**src/rtl/rv32i_types.sv**
```systemverilog
// Shared RV32I fetch constants and the fetch-queue entry type.
package rv32i_types;
  localparam logic [31:0] NOP_INSTR        = 32'h0000_0013;
  localparam logic [31:0] RESET_PC_DEFAULT = 32'h0000_0060;

  typedef struct packed {
    logic [31:0] pc;
    logic [31:0] instr;
  } fetch_entry_t;
endpackage

```
**src/rtl/inst_fifo.sv**
```systemverilog
// Circular {pc, instr} buffer with a combinational head; writes are visible one cycle after push.
// Pushes when full and pops when empty are ignored; flush beats a same-cycle push or pop.
module inst_fifo
  import rv32i_types::*;
#(
  parameter int unsigned DEPTH = 4
) (
  input  logic                     clk,
  input  logic                     rst,
  input  logic                     push,
  input  fetch_entry_t             push_data,
  input  logic                     pop,
  input  logic                     flush,
  output logic                     full,
  output logic                     empty,
  output fetch_entry_t             head,
  output logic [$clog2(DEPTH):0]   count
);
  localparam int PW = $clog2(DEPTH);
  localparam int CW = PW + 1;

  fetch_entry_t    mem_q [DEPTH];
  logic [PW-1:0]   wr_ptr_q, rd_ptr_q;
  logic [CW-1:0]   count_q;
  logic            do_push, do_pop;

  assign full    = (count_q == CW'(DEPTH));
  assign empty   = (count_q == '0);
  assign do_push = push && !full;
  assign do_pop  = pop && !empty;
  assign head    = mem_q[rd_ptr_q];
  assign count   = count_q;

  // Pointers are PW bits wide, so wrap modulo DEPTH falls out of the arithmetic.
  always_ff @(posedge clk or posedge rst) begin
    if (rst) begin
      wr_ptr_q <= '0;
      rd_ptr_q <= '0;
      count_q  <= '0;
    end else if (flush) begin
      wr_ptr_q <= '0;
      rd_ptr_q <= '0;
      count_q  <= '0;
    end else begin
      if (do_push) wr_ptr_q <= wr_ptr_q + PW'(1);
      if (do_pop)  rd_ptr_q <= rd_ptr_q + PW'(1);
      case ({do_push, do_pop})
        2'b10:   count_q <= count_q + CW'(1);
        2'b01:   count_q <= count_q - CW'(1);
        default: count_q <= count_q;
      endcase
    end
  end

  always_ff @(posedge clk) begin
    if (do_push && !flush) mem_q[wr_ptr_q] <= push_data;
  end
endmodule

```
**src/rtl/inst_queue.sv**
```systemverilog
// Instruction fetch queue: one outstanding I-cache read feeding a DEPTH-entry FIFO; head reaches decode the cycle after icache_resp.
// Fetch pauses while the FIFO is full; id_stall holds the head; redirect flushes and drops any in-flight response.
module inst_queue
  import rv32i_types::*;
#(
  parameter int unsigned  DEPTH    = 4,
  parameter logic [31:0]  RESET_PC = RESET_PC_DEFAULT
) (
  input  logic        clk,
  input  logic        rst,
  output logic        icache_read,
  output logic [31:0] icache_address,
  input  logic [31:0] icache_rdata,
  input  logic        icache_resp,
  input  logic        redirect,
  input  logic [31:0] redirect_pc,
  input  logic        id_stall,
  output logic [31:0] id_instr,
  output logic [31:0] id_pc,
  output logic [31:0] id_u_imm,
  output logic        id_false_nop
);
  localparam int CW = $clog2(DEPTH) + 1;

  typedef enum logic [1:0] {IDLE, REQ, DISCARD} state_e;

  state_e        state_q, state_d;
  logic [31:0]   fetch_pc_q, fetch_pc_d;
  logic [31:0]   req_addr_q, req_addr_d;

  logic          push, pop, full, empty;
  fetch_entry_t  push_data, head;
  logic [CW-1:0] count, cnt_after;

  assign push      = (state_q == REQ) && icache_resp && !redirect;
  assign pop       = !empty && !id_stall && !redirect;
  assign push_data = '{pc: req_addr_q, instr: icache_rdata};
  // Occupancy once this cycle's push lands; decides whether another read fits.
  assign cnt_after = count + CW'(1) - CW'(pop);

  inst_fifo #(.DEPTH(DEPTH)) u_fifo (
    .clk       (clk),
    .rst       (rst),
    .push      (push),
    .push_data (push_data),
    .pop       (pop),
    .flush     (redirect),
    .full      (full),
    .empty     (empty),
    .head      (head),
    .count     (count)
  );

  always_ff @(posedge clk or posedge rst) begin
    if (rst) begin
      state_q    <= IDLE;
      fetch_pc_q <= RESET_PC;
      req_addr_q <= RESET_PC;
    end else begin
      state_q    <= state_d;
      fetch_pc_q <= fetch_pc_d;
      req_addr_q <= req_addr_d;
    end
  end

  always_comb begin
    state_d    = state_q;
    fetch_pc_d = fetch_pc_q;
    req_addr_d = req_addr_q;
    unique case (state_q)
      IDLE: begin
        if (redirect) begin
          fetch_pc_d = redirect_pc;
        end else if (!full) begin
          state_d    = REQ;
          req_addr_d = fetch_pc_q;
        end
      end
      REQ: begin
        if (redirect) begin
          // The outstanding read must still complete; DISCARD swallows it.
          fetch_pc_d = redirect_pc;
          state_d    = icache_resp ? IDLE : DISCARD;
        end else if (icache_resp) begin
          fetch_pc_d = req_addr_q + 32'd4;
          if (cnt_after < CW'(DEPTH)) req_addr_d = req_addr_q + 32'd4;
          else                        state_d    = IDLE;
        end
      end
      DISCARD: begin
        if (redirect)    fetch_pc_d = redirect_pc;
        if (icache_resp) state_d    = IDLE;
      end
      default: state_d = IDLE;
    endcase
  end

  always_comb begin
    icache_read    = (state_q != IDLE);
    icache_address = req_addr_q;
    if (empty || redirect) begin
      id_instr     = NOP_INSTR;
      id_pc        = fetch_pc_q;
      id_false_nop = 1'b1;
    end else begin
      id_instr     = head.instr;
      id_pc        = head.pc;
      id_false_nop = 1'b0;
    end
    id_u_imm = {id_instr[31:12], 12'b0};
  end
endmodule

```
**config.mk**
```make
export PLATFORM = sky130hd
export DESIGN_NAME = inst_queue
export DESIGN_NICKNAME = d
export VERILOG_FILES = /design/src/rtl/rv32i_types.sv /design/src/rtl/inst_fifo.sv /design/src/rtl/inst_queue.sv
export SDC_FILE = /design/constraint.sdc
export NUM_CORES = 1
export LEC_CHECK = 0
export ABC_AREA = 1
export ABC_CLOCK_PERIOD_IN_PS = 12900
export BUFFER_PORTS_ARGS = -buffer_cell sky130_fd_sc_hd__buf_2
export CORE_AREA = 2 2 318 163
export CTS_CLUSTER_DIAMETER = 40
export DETAILED_ROUTE_END_ITERATION = 6
export DIE_AREA = 0 0 320 165
export PLACE_DENSITY = 0.44
export SLEW_MARGIN = 15
export SYNTH_ARGS = -nofsm -noshare
export SYNTH_HDL_FRONTEND = slang
export SYNTH_SLANG_ARGS = --single-unit
```
**constraint.sdc**
```tcl
create_clock -name clk -period 12.9 [get_ports clk]
set_input_delay 1.29 -clock clk [delete_from_list [all_inputs] [get_ports clk]]
set_output_delay 1.29 -clock clk [all_outputs]
set_load 0.01 [all_outputs]
```
* After elaboration in Yosys (flattened, before gate mapping)
Memories as Yosys holds them, arrays and structs flattened. Index checks and enable logic that the tools add are counted.
Storage, ports and cells: output and inout bits 130, bits of input ports 69, flip-flop bits (word level) 73, RAM bits 256, memories kept 1
Operators by class: order comparisons 1, equality and inequality tests 14, mux-type cells 29, reductions and logical operators 24, add/subtract/negate cells 6
Memories:
- u_fifo.mem_q | depth 4, bits a word 64, rd ports 1, clocked after Yosys merged registers in 0, wr ports 1, line inst_fifo.sv:22 | fetch_entry_t mem_q [DEPTH];
Operators with widths (count):
- 32-bit two-way mux | 10
- 32-bit case mux with 2 select lines | 2
- 32-bit by 3-bit adder with 32-bit output, second input constant | 1
- 2-bit two-way mux | 11
- 2-bit inequality test, second input constant | 5
- 2-bit nonzero test | 5
- 1-bit logical AND | 7
- 3-bit inequality test, second input constant | 2
- 2-bit case mux with 3 select lines | 1
- 3-bit case mux with 2 select lines | 1
- 6-bit AND reduction | 1
- 5-bit AND reduction | 1
- 2-bit by 1-bit adder with 2-bit output, second input constant | 2
- 2-bit by 1-bit == test with 1-bit output, second input constant | 2
- 2-bit == test, second input constant | 2
- 1-bit logical NOT | 4
- 2-bit by 1-bit inequality test with 1-bit output, second input constant | 2
- 3-bit by 1-bit adder with 3-bit output, second input constant | 1
- 3-bit == test, second input constant | 1
- 3-bit logical NOT | 1
- 3-bit less-than comparator, second input constant | 1
- 1-bit two-way mux | 3
- 3-bit two-way mux | 1
- 3-bit AND reduction | 1
- other kinds (6) | 6

* Depth between registers and ports, before layout
Gate-level depths: netlist (run 1).
depth after elaboration 10, gate-level depth with buffers 12, mapped depth without buffers 11

* By module
A second synthesis (run 1) with hierarchy kept.
Unflattened totals: cell total of the unflattened synthesis 1536, area, all modules 15113.2 sq um
Modules (own cells, without submodules):
- inst_fifo | times used 1, area each 10082.2 sq um, cells an instance 687, sequential area each 7862.5 sq um
- inst_queue | times used 1, area each 5031.1 sq um, cells an instance 849, sequential area each 1656.6 sq um

* Least setup slack after synthesis (run 1)
Ideal clock, no wire load.
path type input -> register, from input redirect, to memory u_fifo.mem_q[0][0] in the netlist's numbering, enable pin, required time 12414 ps, slack 8015 ps, cell stages on the path 4, path buffers 1, data arrival time 4399 ps, setup time 486 ps, cells stage by stage nor2_2 nand3_1 buf_2 nor2_1
Between the ends: longest elaborated chain between the ends 6
RTL lines:
- start: declaration | line inst_queue.sv:15 | input logic redirect,
- 1-bit logical NOT (*) | line inst_fifo.sv:56, inst_queue.sv:35
- 1-bit logical AND | line inst_queue.sv:35 | assign push = (state_q == REQ) && icache_resp && !redirect;
- 1-bit logical AND | line inst_fifo.sv:29 | assign do_push = push && !full;
- 1-bit logical AND (*) | line inst_fifo.sv:56 | if (do_push && !flush) mem_q[wr_ptr_q] <= push_data;
- 1-bit two-way mux (*) | line inst_fifo.sv:56
- 1-bit two-way mux (not written as such) (*) | line inst_fifo.sv:56
- end: declaration | line inst_fifo.sv:22
Mark *: on every way between the ends. The rest lies on a longest branch, timed or not.

* Worst setup path in the final report (run 1)
from input redirect, to output id_pc[11]
Between the ends: longest elaborated chain between the ends 2
RTL lines:
- 1-bit logical OR | line inst_queue.sv:101 | if (empty || redirect) begin
- 32-bit two-way mux | line inst_queue.sv:101
- end: declaration | line inst_queue.sv:19 | output logic [31:0] id_pc,
Every way passes these cells.

==> results of run 1 <==
[cells by family after synthesis]
kind of cell	synth area share [%]
AOI/OAI and AO/OA	10.84
xor gates and xnor gates	0.5310
adders and majority gates	0.6743
buffers and inverters	5.824
DFF	64.13
other	0.02526
and+or+nand+nor	17.98
[power groups by stage]
stage	Clock, mW	Sequential [mW]	Combinational (mW)
final	1.18	1.57	1.28
after global routing	1.25	1.60	1.46
after CTS	1.21	1.57	1.31
after detailed placement	0	1.60	1.31
after global placement	0	1.60	1.31
after floorplan	0	1.51	0.891
[routing by layer]
metal	global-route usage [%]	vias up	routed length [um]
met5	0	-	0
met4	3.927	0	781
met3	2.452	55	1263
met2	28.93	150	21190
met1	20.56	5230	19450
li1	-	5349	-
[sequential cells by signal, indices dropped and copies added, names as in the netlist]
signal and cells:
u_fifo.mem_q 256, fetch_pc_q 32, icache_address 32, u_fifo.count 3, state_q 2, u_fifo.rd_ptr_q 2
u_fifo.wr_ptr_q 2
[Yosys cell counts (all sizes together), types with 11 or more instances]
cell type,number
nand3b,11
dfrtp,69
a31oi,13
edfxtp,256
nor2,334
nand3,45
a21oi,43
o21ai,200
inv,68
buf,68
clkbuf,41
o22ai,31
nand2,279
[worst max-delay path, delay by kind of cell]
family / cells / cell delay (ns)
buffers and inverters: 5 / 1.68
AOI/OAI and AO/OA: 1 / 0.43
and+or+nand+nor: 1 / 0.09
[final cells by class]
type                       count  area (um^2)
fill                        5081        32190
sequential                   329         9524
multi-input combinational   1001         4539
clock buffer                  52         1119
timing repair buffer         199         1028
tap                          660        825.8
clock inverter                22        285.3
inverter                      70        270.3
[final timing paths]
kind	slack, ns	from	cells past startpoint	end
hold / removal	0.52	fetch_pc_q[6]	2	fetch_pc_q[6]
min in group asynchronous	0.68	rst	2	fetch_pc_q[9]
setup reg to reg	8.80	state_q[1]	6	u_fifo.mem_q[2][57]
hold reg to reg	0.52	fetch_pc_q[6]	2	fetch_pc_q[6]
setup / recovery	8.07	redirect	7	id_pc[11]
max in group asynchronous	11.03	rst	3	u_fifo.rd_ptr_q[0]
==> run summary, run 1 <==
The flow ran to the end, and the final reports show no timing, DRC or antenna violations. Buffers placed on the I/O ports in this run total 186. Across the VDD grid, the largest voltage drop is 0.00008175 V.

The initial core utilization was 29.82%. A synthesized cell averages 9.909 um^2. The core occupancy in the finished layout came out at 35.34%. The most used cell along the critical path was sky130_fd_sc_hd__buf_2. From left edge to right edge, the die measures 320 um. The run gives 0 as the antenna diode count. The number of setup violations in the final report was 0. For this design, the CTS-stage hold fixing added 0 buffers. For this run, asynchronously set or reset flops after synthesis account for 22.19%. The clock transition at the registers of the reported paths works out to 0.06 ns. Leaving out fill and tap cells, the most frequent cells in the layout are sky130_fd_sc_hd__nor2_1, sky130_fd_sc_hd__nand2_1, sky130_fd_sc_hd__edfxtp_1, sky130_fd_sc_hd__o21ai_0, sky130_fd_sc_hd__buf_2.

At the pin with the least slew margin, the transition time is 1.039 ns. The cell sitting at the root of the clock tree is a sky130_fd_sc_hd__clkbuf_16. The final routed wire length divided by cell count is 18.30 um, and the residual overflow from global routing is 0. The final cycle utilization of the critical path is 37.44%. For the number of nets with antenna violations after routing, the log shows 0. In the routed layout, each cell is associated on average with a via count of 4.622.

The floorplan step defined a die boundary enclosing 52800 um^2. The classification of the worst-slack hold path was reg -> reg. Leaving out fill and tap cells, the most frequent cell in the layout is sky130_fd_sc_hd__nor2_1. The run gives 14840 um^2 as the mapped cell area. The arrival time of data at the critical path endpoint came out at 3.54 ns. In the post-route analysis, the smallest setup slack over all paths is 8.071 ns. The sequential cell fraction of total power came out at 39.0%. Number of pins exceeding their max-slew limit in the final report: 0. The library cell with the largest summed area after synthesis is sky130_fd_sc_hd__edfxtp_1. The run gives 329 as the number of clock sinks seen by CTS. Clock latency on the worst-skew pair, taken at its later pin, is 0.55 ns. For the final worst clock skew, the log shows 0.02275 ns. Setup repair after global routing left no endpoint under its margin.

The top-level port count is 199, and the number of resized instances in the post-cts repair step is 0. The fraction of layout instances using a drive strength above 1 was 18.23%; the wire length of the first global-routing pass was 64790 um. The maximum cell stage delay along the critical path was 0.83 ns; the number of enable flip-flop cells after synthesis was 256. The total track usage is 16.14%, and the combinational cell fraction of total power is 31.7%. The number of standard cells in the final layout excluding fillers came out at 2333. TritonCTS built the clock tree. The wire-length estimate of the detail-placed layout is 26390 um. The logs give 1498 for the gate count after technology mapping and 3 for the buffer depth of the longest clock path. The tools report the startpoint type of the worst setup path as an input pin.

The most instantiated flip-flop cell in the synthesis netlist was sky130_fd_sc_hd__edfxtp_1. STA classifies the critical path endpoint as an output pin. Area of all placed cells without fillers: 17590 um^2. The number of cell rows was 58; the design internal power was 2.489 mW.

The signal on the critical path passes through buf_2, inv_2, nand2_1, buf_4, clkinv_2, o21ai_0, buf_2. Summing over every cut layer, the via total after detailed routing is 10780. The tool flagged a number of max-cap violations equal to 0.

The first TritonRoute pass finished after 4 iterations. The final routed wirelength across all metal layers came out at 42690 um. The initial antenna violation count came out at 0.

The number of different library cells used by synthesis comes to 39. The H-tree was split into 2 levels. Adding up every negative setup slack in the final design gives 0 ns.

Buffers inserted during clock tree synthesis total 41. The number of global-route vias before repair is 10530, and the post-layout minimum cycle time is 4.829 ns. The tools report the total core area as 49780 um^2. Worst endpoint required time: 11.61 ns. The tightest hold path in the finished design has a slack of 0.5188 ns. Timing analysis after detailed placement gives a worst setup slack of 8.185 ns.

For the number of buffers inserted to repair setup after CTS, the log shows 0. The final weighted congestion of routability-driven global placement is 0.7654, and the total cell area at the placement stage is 16190 um^2. The tools report the upper clock frequency limit as 207.1 MHz.

Relative to the synthesized area, the layout overhead comes to 18.51%. By area the synthesized netlist is led by sky130_fd_sc_hd__edfxtp_1, sky130_fd_sc_hd__dfrtp_1, sky130_fd_sc_hd__nor2_1. Dividing total power by cell area gives a power density of 228.9 nW/um^2. In this run the power spent charging and discharging nets is 1.538 mW.

In the routed design, unresolved DRC markers number 0. The logs give 0 for the final number of hold-violating endpoints and 64.13% for the sequential-to-total area share from yosys stat. The library cell contributing the largest single delay on the critical path is sky130_fd_sc_hd__clkinv_2.

Counting tap cells, the placed design contains a total of 2259 instances. The share of the synthesized area in the top cell type was 51.79%; the final total power was 4.026 mW. Height of the die: 165 um.

The tools report the static power due to leakage as 6.846 nW. The tools report the initial detailed-routing violation count as 681. Measured against its own limit, the worst slew margin works out to 30.59%. Net switching is 38.19% of the power.

Yosys printed 0 warnings. In this run, synthesis produced a sequential element count of 329. The worst setup path is of the in -> out kind. The logs give 29.4% for the fraction of power consumed by the clock network and 1719 for the count of nets after finishing. Entering global routing, the biggest net connects 78 pins.

Along the worst path, the maximum fanout reaches 66.
No activity file was read; power rests on OpenSTA's default activity.
==> run 2: changes to the inputs <==
--- a/config.mk
+++ b/config.mk
@@ -6,13 +6,13 @@
 export NUM_CORES = 1
 export LEC_CHECK = 0
 export ABC_AREA = 1
-export ABC_CLOCK_PERIOD_IN_PS = 12900
+export ABC_CLOCK_PERIOD_IN_PS = 4000
 export BUFFER_PORTS_ARGS = -buffer_cell sky130_fd_sc_hd__buf_2
 export CORE_AREA = 2 2 318 163
 export CTS_CLUSTER_DIAMETER = 40
 export DETAILED_ROUTE_END_ITERATION = 6
 export DIE_AREA = 0 0 320 165
-export PLACE_DENSITY = 0.44
+export PLACE_DENSITY = 0.45
 export SLEW_MARGIN = 15
 export SYNTH_ARGS = -nofsm -noshare
 export SYNTH_HDL_FRONTEND = slang
==> constraint.sdc (replaced) <==
create_clock -name clk -period 4 [get_ports clk]
set_input_delay 0.4 -clock clk [delete_from_list [all_inputs] [get_ports clk]]
set_output_delay 0.4 -clock clk [all_outputs]
set_load 0.01 [all_outputs]
==> run 2 against run 1 <==
- the flow now finishes with violations (negative hold slack)
- hold slack got worse by 0.54 ns
- non-clock buffer count up 9
- register-to-register slack lost 7.6 ns
- design area grew 1.1%
- clock power grew to 3.4 times the previous value
- clock skew decreased by 0.0042 ns
- sequential power rose to 3.2 times the previous value
- global-route usage is 0.30 points lower
- via count grew 0.86%
- routed wire length is 1.6% lower
- core utilization increased by 0.39 points
- critical path type is now reg -> out
- critical endpoint is now id_pc[23]
==> run summary, run 2 (same netlist as run 1, synthesis figures left out) <==
The logs give 13.25 mW (+230%) for the final total power and 2 (unchanged) for the number of H-tree levels. The startpoint type of the worst setup path was a flip-flop. The die area came out at 52800 um^2 (unchanged).

The run gives 0 (unchanged) as the number of buffers inserted to repair setup after CTS. The worst setup slack after layout was 1.078 ns (-6.992 ns); the initial core utilization was 29.82% (unchanged). The average via count per standard cell was 4.630 (+0.18%); the final cycle utilization of the critical path was 73.04%.

The library cell contributing the largest single delay on the critical path is sky130_fd_sc_hd__inv_2. Final routed wirelength across all metal layers: 42020 um (-1.6%). The total via count after detailed routing was 10880 (+0.86%). The final weighted congestion of routability-driven global placement came out at 0.7871 (+2.8%). In this run the clock root is driven by a sky130_fd_sc_hd__clkbuf_16. The tools report the total track usage as 15.83% (-0.30 points). The floorplan die width is 320 um (unchanged), and the top-level port count is 199 (unchanged). The upper clock frequency limit came out at 342.3 MHz. The checks that failed: negative hold slack.

The number of port buffers came out at 186 (unchanged). Power density over the cells: 744.7 nW/um^2 (+230%). The count of buffering cells on the critical path with inverters included is 3 (-2), and the number of iterations in the first detailed-routing pass is 5 (+1). The top cell types in the final layout, fill and taps aside, are sky130_fd_sc_hd__nor2_1, sky130_fd_sc_hd__nand2_1, sky130_fd_sc_hd__edfxtp_1, sky130_fd_sc_hd__o21ai_0, sky130_fd_sc_hd__buf_2. The maximum ir drop on the vdd rail was 0.0003524 V (+330%). Maximum cell stage delay along the critical path: 0.65 ns (-0.18 ns). The logs give 25350 um (-3.9%) for the HPWL after detailed placement and 3 (unchanged) for the buffer depth of the longest clock path. The static power due to leakage came out at 6.957 nW (+1.6%). The initial detailed-routing violation count is 640 (-6.0%), and the clock transition at the registers of the reported paths is 0.06 ns (about the same). Switching fraction of total power: 37.78% (-0.41 points). Fraction of power consumed by the clock network: 30.3% (+0.9 points). The run finished, with violations left. The tools report the smallest hold slack as -0.01864 ns (-0.5375 ns).

The tools report the origin of the critical flop-to-flop path as state_q[1]. The logs give 130 (+67%) for the largest net degree at the start of global routing and 0.01857 ns (-0.004172 ns) for the final worst clock skew. The number of remaining DRC errors is 0 (unchanged). The run gives 44 (+7.3%) as the number of CTS-inserted buffers.

The most common cell after layout, fill and taps aside is sky130_fd_sc_hd__nor2_1. For the number of resized instances in the post-cts repair step, the log shows 0 (unchanged). Final number of hold-violating endpoints: 8 (+8).

Setup repair after global routing left no endpoint under its margin. The residual overflow from global routing is 0 (unchanged), and the slew at the pin closest to its max-slew limit is 0.9145 ns (-0.1242 ns). The logs give 10530 (-0.019%) for the number of global-route vias before repair and 32.2% (+0.5 points) for the combinational cell fraction of total power. Final routed wire length divided by cell count: 17.89 um (-2.2%).

The total core area was 49780 um^2 (unchanged). The logs give 0 (unchanged) for the number of buffers added to fix hold violations after cts and 8.241 mW (+230%) for the design internal power. The critical path class was reg -> out. The number of pins exceeding their max-slew limit in the final report is 0 (unchanged), and the number of cell rows is 58 (unchanged). The height of the die came out at 165 um (unchanged).

The cell class contributing the biggest share of worst-path delay is buffers and inverters. The fraction of layout instances using a drive strength above 1 was 18.83% (+0.60 points). The number of flip-flops under the largest register name was 256 (unchanged).

Subtracting the final worst setup slack from the clock period gives 2.922 ns. The tools report the worst flop-to-flop path endpoint as u_fifo.mem_q[1][31]. The run gives 64020 um (-1.2%) as the wire length of the first global-routing pass. The tightest min-delay check is of the in -> async type.

The type of destination of the critical path is an output pin. The tools report the worst endpoint required time as 3.60 ns (-8.01 ns). The run gives 1731 (+0.70%) as the count of nets after finishing. The tools report the setup TNS as 0 ns (unchanged). The pre-CTS setup slack was 1.194 ns (-6.991 ns); the switching power total was 5.004 mW (+230%). The number of logic stages on the critical path including buffering was 7 (unchanged).

The logs give 0 (unchanged) for the number of nets with antenna violations after routing and 0 (unchanged) for the number of maximum-capacitance violations. TritonCTS built the clock tree. The register with the most flip-flops in the final layout is u_fifo.mem_q. The tools report the internal reg-to-reg setup slack as 1.21 ns (-7.59 ns). Number of cell instances on the worst register-to-register path: 7 (+1).

The largest fanout of any net on the critical path works out to 39 (-41%). The number of clock sinks seen by CTS was 329 (unchanged); the antenna diode count was 0 (unchanged). The worst setup path endpoint was id_pc[23].

The layout overhead on the synthesized area was 19.82%. The initial antenna violation count was 0 (unchanged); the number of setup violations in the final report was 0 (unchanged). Start point of the critical path: u_fifo.rd_ptr_q[1]. The signal on the critical path passes through inv_2, buf_4, o21ai_0, o22ai_1, nand2_1, o21ai_1, buf_2.

The tools report the clock latency at the later pin of the worst-skew pair as 0.55 ns (about the same). The sequential cell fraction of total power was 37.5% (-1.5 points); the arrival time of data at the critical path endpoint was 2.52 ns (-1.02 ns). For the relative slew slack, the log shows 39.04% (+8.4 points).
==> run 2: cell types whose count changed in the layout (fill, tap and decap cells not counted), moves of 2 or more <==
cell	delta
sky130_fd_sc_hd__clkinv_4	+3
sky130_fd_sc_hd__inv_6	+2
sky130_fd_sc_hd__clkinv_1	+2
sky130_fd_sc_hd__clkbuf_8	-2
sky130_fd_sc_hd__clkbuf_16	+3
sky130_fd_sc_hd__clkinv_2	-2
sky130_fd_sc_hd__clkinvlp_4	-2
sky130_fd_sc_hd__buf_4	+7
sky130_fd_sc_hd__buf_12	+2
==> run 2: worst register-to-register path: cells and delay by family (launching register included) <==
family,cells,cell delay [ns]
buffers and inverters,3,1.04
and+or+nand+nor,4,0.99
DFF,1,0.37
==> run 2: power groups by stage <==
stage               clock network (mW)  logic [mW]  registers (mW)
floorplan                            0        2.87            4.86
finish                            4.02        4.26            4.97
global route                      4.27        4.84            5.05
CTS                               4.12        4.38            4.98
detailed placement                   0        4.37            5.05
global placement                     0        4.36            5.04
==> run 2: worst min path at each step <==
stage / start / end / slack, ns / cells after the start
floorplan: fetch_pc_q[24] / fetch_pc_q[24] / 0.47 / 2
global placement: fetch_pc_q[28] / fetch_pc_q[28] / 0.50 / 2
detailed placement: fetch_pc_q[28] / fetch_pc_q[28] / 0.51 / 2
CTS: icache_rdata[6] / u_fifo.mem_q[2][6] / 0.05 / 1
global route: rst / icache_address[11] / 0.03 / 2
finish: rst / icache_address[11] / -0.02 / 2
==> run 2: layout make-up <==
type	instances	area, um^2
clock inverter	27	335.3
timing repair buffer	208	1121
inverter	70	270.3
clock buffer	54	1170
fill	5021	32000
sequential	329	9524
tap	660	825.8
multi-input combinational	1001	4539
==> run 2: per-layer routing <==
metal  track usage (%)  wire (um)  vias to the layer above
li1                  -          -                     5374
met1             20.74      19150                     5289
met2             27.62      20720                      161
met3             2.526       1452                       53
met4             3.735        692                        0
met5                 0          0                        -
==> run 2: stage by stage <==
stage	instance area, um^2	utilization [%]	std cells
2_1_floorplan	14890	-	1509
3_3_place_gp	16280	32.70	2268
3_5_place_dp	16280	32.70	2268
4_1_cts	17780	35.72	2349
5_1_grt	17790	35.73	2349
6_report	17790	35.73	2349
